File: src/rtl/i2c_subordinate.sv
// I2C target with a 7-bit address. Every written byte is ACKed;
// reads return tx_data byte after byte until the master NACKs.
module i2c_subordinate #(
    parameter logic [6:0] ADDR = 7'h01
) (
    input  logic       clk,
    input  logic       rst,
    input  logic       scl,
    input  logic       sda_in,
    output logic       sda_oe,
    output logic [7:0] rx_data,
    output logic       rx_valid,
    input  logic [7:0] tx_data,
    output logic       tx_req,
    output logic       addr_match,
    output logic       busy,
    output logic [2:0] state_out
);
    typedef enum logic [2:0] {
        ST_IDLE      = 3'd0,
        ST_ADDR      = 3'd1,
        ST_ADDR_ACK  = 3'd2,
        ST_RX        = 3'd3,
        ST_RX_ACK    = 3'd4,
        ST_TX        = 3'd5,
        ST_TX_ACK    = 3'd6,
        ST_WAIT_STOP = 3'd7
    } state_t;

    state_t     state_q, state_d;
    // [0],[1] are the synchronizer, [2] is the edge-history copy
    logic [2:0] scl_q, sda_q;
    logic [3:0] cnt_q, cnt_d;
    logic [7:0] shreg_q, shreg_d;
    logic [7:0] txsh_q, txsh_d;
    logic       rw_q, rw_d;
    logic       ack_q, ack_d;
    logic       sda_oe_d;
    logic [7:0] rx_data_d;
    logic       rx_valid_d, tx_req_d;
    logic       match_d, busy_d;
    logic       scl_rise, scl_fall;
    logic       start_c, stop_c;

    assign scl_rise  = scl_q[1] & ~scl_q[2];
    assign scl_fall  = ~scl_q[1] & scl_q[2];
    assign start_c   = scl_q[1] & scl_q[2] & sda_q[2] & ~sda_q[1];
    assign stop_c    = scl_q[1] & scl_q[2] & ~sda_q[2] & sda_q[1];
    assign state_out = state_q;

    always_ff @(posedge clk) begin
        if (rst) begin
            scl_q      <= 3'b111;
            sda_q      <= 3'b111;
            state_q    <= ST_IDLE;
            cnt_q      <= '0;
            shreg_q    <= '0;
            txsh_q     <= '0;
            rw_q       <= 1'b0;
            ack_q      <= 1'b1;
            sda_oe     <= 1'b0;
            rx_data    <= '0;
            rx_valid   <= 1'b0;
            tx_req     <= 1'b0;
            addr_match <= 1'b0;
            busy       <= 1'b0;
        end else begin
            scl_q      <= {scl_q[1:0], scl};
            sda_q      <= {sda_q[1:0], sda_in};
            state_q    <= state_d;
            cnt_q      <= cnt_d;
            shreg_q    <= shreg_d;
            txsh_q     <= txsh_d;
            rw_q       <= rw_d;
            ack_q      <= ack_d;
            sda_oe     <= sda_oe_d;
            rx_data    <= rx_data_d;
            rx_valid   <= rx_valid_d;
            tx_req     <= tx_req_d;
            addr_match <= match_d;
            busy       <= busy_d;
        end
    end

    always_comb begin
        state_d    = state_q;
        cnt_d      = cnt_q;
        shreg_d    = shreg_q;
        txsh_d     = txsh_q;
        rw_d       = rw_q;
        ack_d      = ack_q;
        sda_oe_d   = sda_oe;
        rx_data_d  = rx_data;
        rx_valid_d = 1'b0;
        tx_req_d   = 1'b0;
        match_d    = addr_match;
        busy_d     = busy;
        if (start_c) begin
            state_d  = ST_ADDR;
            cnt_d    = '0;
            sda_oe_d = 1'b0;
            busy_d   = 1'b1;
            match_d  = 1'b0;
        end else if (stop_c) begin
            state_d  = ST_IDLE;
            sda_oe_d = 1'b0;
            busy_d   = 1'b0;
            match_d  = 1'b0;
        end else begin
            unique case (state_q)
                ST_IDLE: sda_oe_d = 1'b0;
                ST_ADDR: begin
                    if (scl_rise && !cnt_q[3]) begin
                        shreg_d = {shreg_q[6:0], sda_q[1]};
                        cnt_d   = cnt_q + 4'd1;
                    end else if (scl_fall && cnt_q[3]) begin
                        cnt_d = '0;
                        rw_d  = shreg_q[0];
                        if (shreg_q[7:1] == ADDR) begin
                            state_d  = ST_ADDR_ACK;
                            sda_oe_d = 1'b1;
                            match_d  = 1'b1;
                        end else begin
                            state_d  = ST_WAIT_STOP;
                            sda_oe_d = 1'b0;
                        end
                    end
                end
                ST_ADDR_ACK: begin
                    if (scl_fall) begin
                        cnt_d = '0;
                        if (rw_q) begin
                            state_d  = ST_TX;
                            txsh_d   = tx_data;
                            tx_req_d = 1'b1;
                            sda_oe_d = ~tx_data[7];
                        end else begin
                            state_d  = ST_RX;
                            sda_oe_d = 1'b0;
                        end
                    end
                end
                ST_RX: begin
                    if (scl_rise && !cnt_q[3]) begin
                        shreg_d = {shreg_q[6:0], sda_q[1]};
                        cnt_d   = cnt_q + 4'd1;
                    end else if (scl_fall && cnt_q[3]) begin
                        cnt_d      = '0;
                        rx_data_d  = shreg_q;
                        rx_valid_d = 1'b1;
                        sda_oe_d   = 1'b1;
                        state_d    = ST_RX_ACK;
                    end
                end
                ST_RX_ACK: begin
                    if (scl_fall) begin
                        sda_oe_d = 1'b0;
                        state_d  = ST_RX;
                    end
                end
                ST_TX: begin
                    if (scl_rise && !cnt_q[3]) begin
                        cnt_d = cnt_q + 4'd1;
                    end else if (scl_fall && cnt_q[3]) begin
                        cnt_d    = '0;
                        sda_oe_d = 1'b0;
                        state_d  = ST_TX_ACK;
                    end else if (scl_fall) begin
                        // txsh_q[7] is already on the bus; present the next bit
                        txsh_d   = {txsh_q[6:0], 1'b0};
                        sda_oe_d = ~txsh_q[6];
                    end
                end
                ST_TX_ACK: begin
                    if (scl_rise) begin
                        ack_d = sda_q[1];
                    end else if (scl_fall) begin
                        cnt_d = '0;
                        if (!ack_q) begin
                            state_d  = ST_TX;
                            txsh_d   = tx_data;
                            tx_req_d = 1'b1;
                            sda_oe_d = ~tx_data[7];
                        end else begin
                            state_d  = ST_WAIT_STOP;
                            sda_oe_d = 1'b0;
                        end
                    end
                end
                ST_WAIT_STOP: sda_oe_d = 1'b0;
            endcase
        end
    end
endmodule

File: config.mk
export PLATFORM = sky130hd
export DESIGN_NAME = i2c_subordinate
export DESIGN_NICKNAME = d
export VERILOG_FILES = /design/src/rtl/i2c_subordinate.sv
export SDC_FILE = /design/constraint.sdc
export NUM_CORES = 1
export LEC_CHECK = 0
export CAP_MARGIN = 20
export CORE_MARGIN = 2
export CORE_UTILIZATION = 30
export CTS_CLUSTER_SIZE = 10
export DETAILED_ROUTE_END_ITERATION = 6
export GPL_TIMING_DRIVEN = 0
export SLEW_MARGIN = 20
export SYNTH_ARGS = -nofsm -noshare
export SYNTH_HDL_FRONTEND = slang
export SYNTH_SLANG_ARGS = --single-unit
File: constraint.sdc
create_clock -name clk -period 1.6 [get_ports clk]
set_clock_uncertainty 0.15 [all_clocks]
set_input_delay 0.32 -clock clk [delete_from_list [all_inputs] [get_ports clk]]
set_output_delay 0.32 -clock clk [all_outputs]
set_load 0.05 [all_outputs]
==> impl_metrics.ini <==
[outcome]
status = finished, violations left
violations = setup timing

[worst_setup_path]
r2r_slack_ns = -0.17
r2r-start = shreg_q[4]
worstPathArrival_ns = 1.78
critPathKind = flop to flop
end_kind = flop
r2r_cells = 5
cp-start-kind = flop
crit_buf_inv = 0
slowest_stage = or4_4
cp_cell_sequence = or4_4 > nor4b_4 > nor2_1 > nor3_1 > a2111oi_1
worstPathRequired_ns = 1.61
slowest_delay_ns = 0.54
crit_family = simple AND/OR/NAND/NOR gates
crit_fanout = 3
rr_endpoint = state_out[0]

[synthesis]
syn_inst = 205
synth_top_area_share_pct = 45.4
synth_area_mm2 = 0.00190
syn_nets = 218
avgSynthCellArea_um2 = 9.25
synth_cell_types = 41
ys_ff_latch = 43
synth_area_leader_cell = dfxtp_1
seq_area_frac_synth_pct = 45.4
yosysWarnings = 0
synthTopCellsByArea = dfxtp_1 (45%), mux2i_1 (13%), nor2_1 (6.9%)

[grt]
grt_pass1_wl_mm = 7.12
antenna_found_initial = 0
grt_max_degree = 16
grt_use_total_pct = 12.7
grt_pass1_vias = 1514
grt-ovfl-total = 0

[routing]
dr.pass1.iters = 5
antenna_left = 0
wire_per_inst_um = 13.1
route.detailed.drc = 0
via_count = 1542
drtIter0Drc = 96
vias_per_cell = 4.82
drt_wl_total_mm = 4.18

[hold_path]
min_to = scl_q[1]
min_path_cells = 1
min-delay-start = scl_q[0]
min_path_type = flop to flop

[cells_and_area]
final_nets = 257
fillers = 615
post-route-util_pct = 42.3
syn2layout_area_growth_pct = 34.2
design_area_mm2 = 0.00255
drive_gt1_share_pct = 29.4
layout_commonest_cell = dfxtp_1
final_cells = 320
diodes = 0
final_cell_mix = dfxtp_1 (36), nor2_1 (31), mux2i_1 (24)

[place]
dp.cells = 306
place_area_mm2 = 0.00228
dpl.hpwl_mm = 2.82
place.gp.congestion = 0.852
port_buffers = 26
post-place-ws_ns = -0.226

[timing]
post-route-period-util_pct = 111
setup_viol = 5
tightest_slew_ns = 0.480
finalHoldViolCount = 0
grt_setup_unrepaired = true
fmax_mhz = 565
worst_slack_ns = -0.169
period_needed_ns = 1.77
relSlewSlack_pct = 68.0
drv_slew = 0

[floorplan]
die_area_mm2 = 0.00697
core_mm2 = 0.00603
ios = 28
die_y_um = 83.5
fp-row-count = 28
start_util_pct = 31.5
die_w_um = 83.5

[cts]
clock_sinks = 43
cts_hold_buf = 0
numCtsBuffers = 5
htreeDepth = 2
worstSkewPairLatency_ns = 0.30
cts_tree = yes
clockBufferDepth = 2
cts_root_buf = clkbuf_8
path_clk_slew_ns = 0.09

[pwr]
leakagePower_nw = 1.07
power_density_mw_per_mm2 = 835
finalPower_mw = 2.13
ir_drop_mv = 0.618

[job]
cap_viol_max_count = 0
-- timing repair --
item	4_1_cts	5_1_grt
pin swaps	8	4
setup endpoints to repair	46	34
cloned	1	0
resized for setup	62	14
setup buffers	6	1
-- area by class of cell --
type                       instances  area (um^2)  share of cell area (%)
sequential                        43          877                    34.4
multi-input combinational        143         1030                    40.6
inverter                           6         22.5                   0.885
timing repair buffer              34          333                    13.1
clock inverter                     3         45.0                    1.77
tap                               75         93.8                    3.69
clock buffer                       5         68.8                    2.70
buffer                            11         71.3                    2.80
-- registers in the layout, indices dropped and copies added, names as in the netlist --
register and flops:
rx_data 8, tx_req 1, shreg_q 8, rw_q 1
sda_oe 1, ack_q 1, addr_match 1, rx_valid 1
state_out 3, busy 1, txsh_q 7, sda_q 3
cnt_q 4, scl_q 3
-- power breakdown --
group | switching [mW] | total (mW) | leakage (nW) | internal [mW]
logic | 0.0965 | 0.167 | 0.663 | 0.0704
clock network | 0.397 | 0.868 | 0.0591 | 0.471
registers | 0.0125 | 1.09 | 0.350 | 1.08
-- logic make-up (layout without fill, tap and decap cells) --
kind of cell / after synthesis / count (layout) / synth area share, %
buf+inv: 19 / 59 / 4.88
xor+xnor: 1 / 1 / 0.462
flops: 43 / 43 / 45.4
simple gates: 78 / 78 / 21.2
fa+ha+maj: 1 / 1 / 0.660
mux: 24 / 24 / 12.7
compound gates: 39 / 39 / 14.7
-- synth_stat cells, drive strengths merged --
library cell  count
o211ai            1
nand2b            4
nor2             35
or4               1
a211oi            8
nor3b             1
a31oi             4
buf               8
nand4             2
o31ai             1
o311a             1
or3               1
xor2              1
nor3              3
o311ai            1
ha                1
a21o              1
nor4b             1
inv               6
clkbuf            5
a21oi             9
nor2b             4
a211o             1
nand3b            2
a41oi             1
a2111oi           1
nand2            13
dfxtp            43
or2               7
mux2i            24
o21ai             9
o32a              1
nand3             4
-- worst max path at each step --
stage	start	end	slack, ns	cells past startpoint
3_5_place_dp	shreg_q[4]	state_out[0]	-0.23	5
6_report	shreg_q[4]	state_out[0]	-0.17	5
4_1_cts	shreg_q[4]	state_out[0]	-0.22	5
5_1_grt	state_out[0]	state_out[0]	-0.27	5
2_1_floorplan	shreg_q[4]	state_out[0]	-0.05	5
3_3_place_gp	shreg_q[4]	state_out[0]	-0.25	5
-- through the flow --
stage	setup TNS, ns	hold slack (ns)
2_1_floorplan	-0.103	0.239
3_3_place_gp	-2.50	0.242
3_5_place_dp	-2.78	0.244
4_1_cts	-0.897	0.264
5_1_grt	-1.46	0.278
6_report	-0.552	0.262
-- layer usage --
layer	track usage, %	part of all wire [%]
met1	16.7	52
met5	0	0
met4	6.60	1.8
met2	19.6	43
met3	2.67	3.3
(Power assumes the default switching activity.)
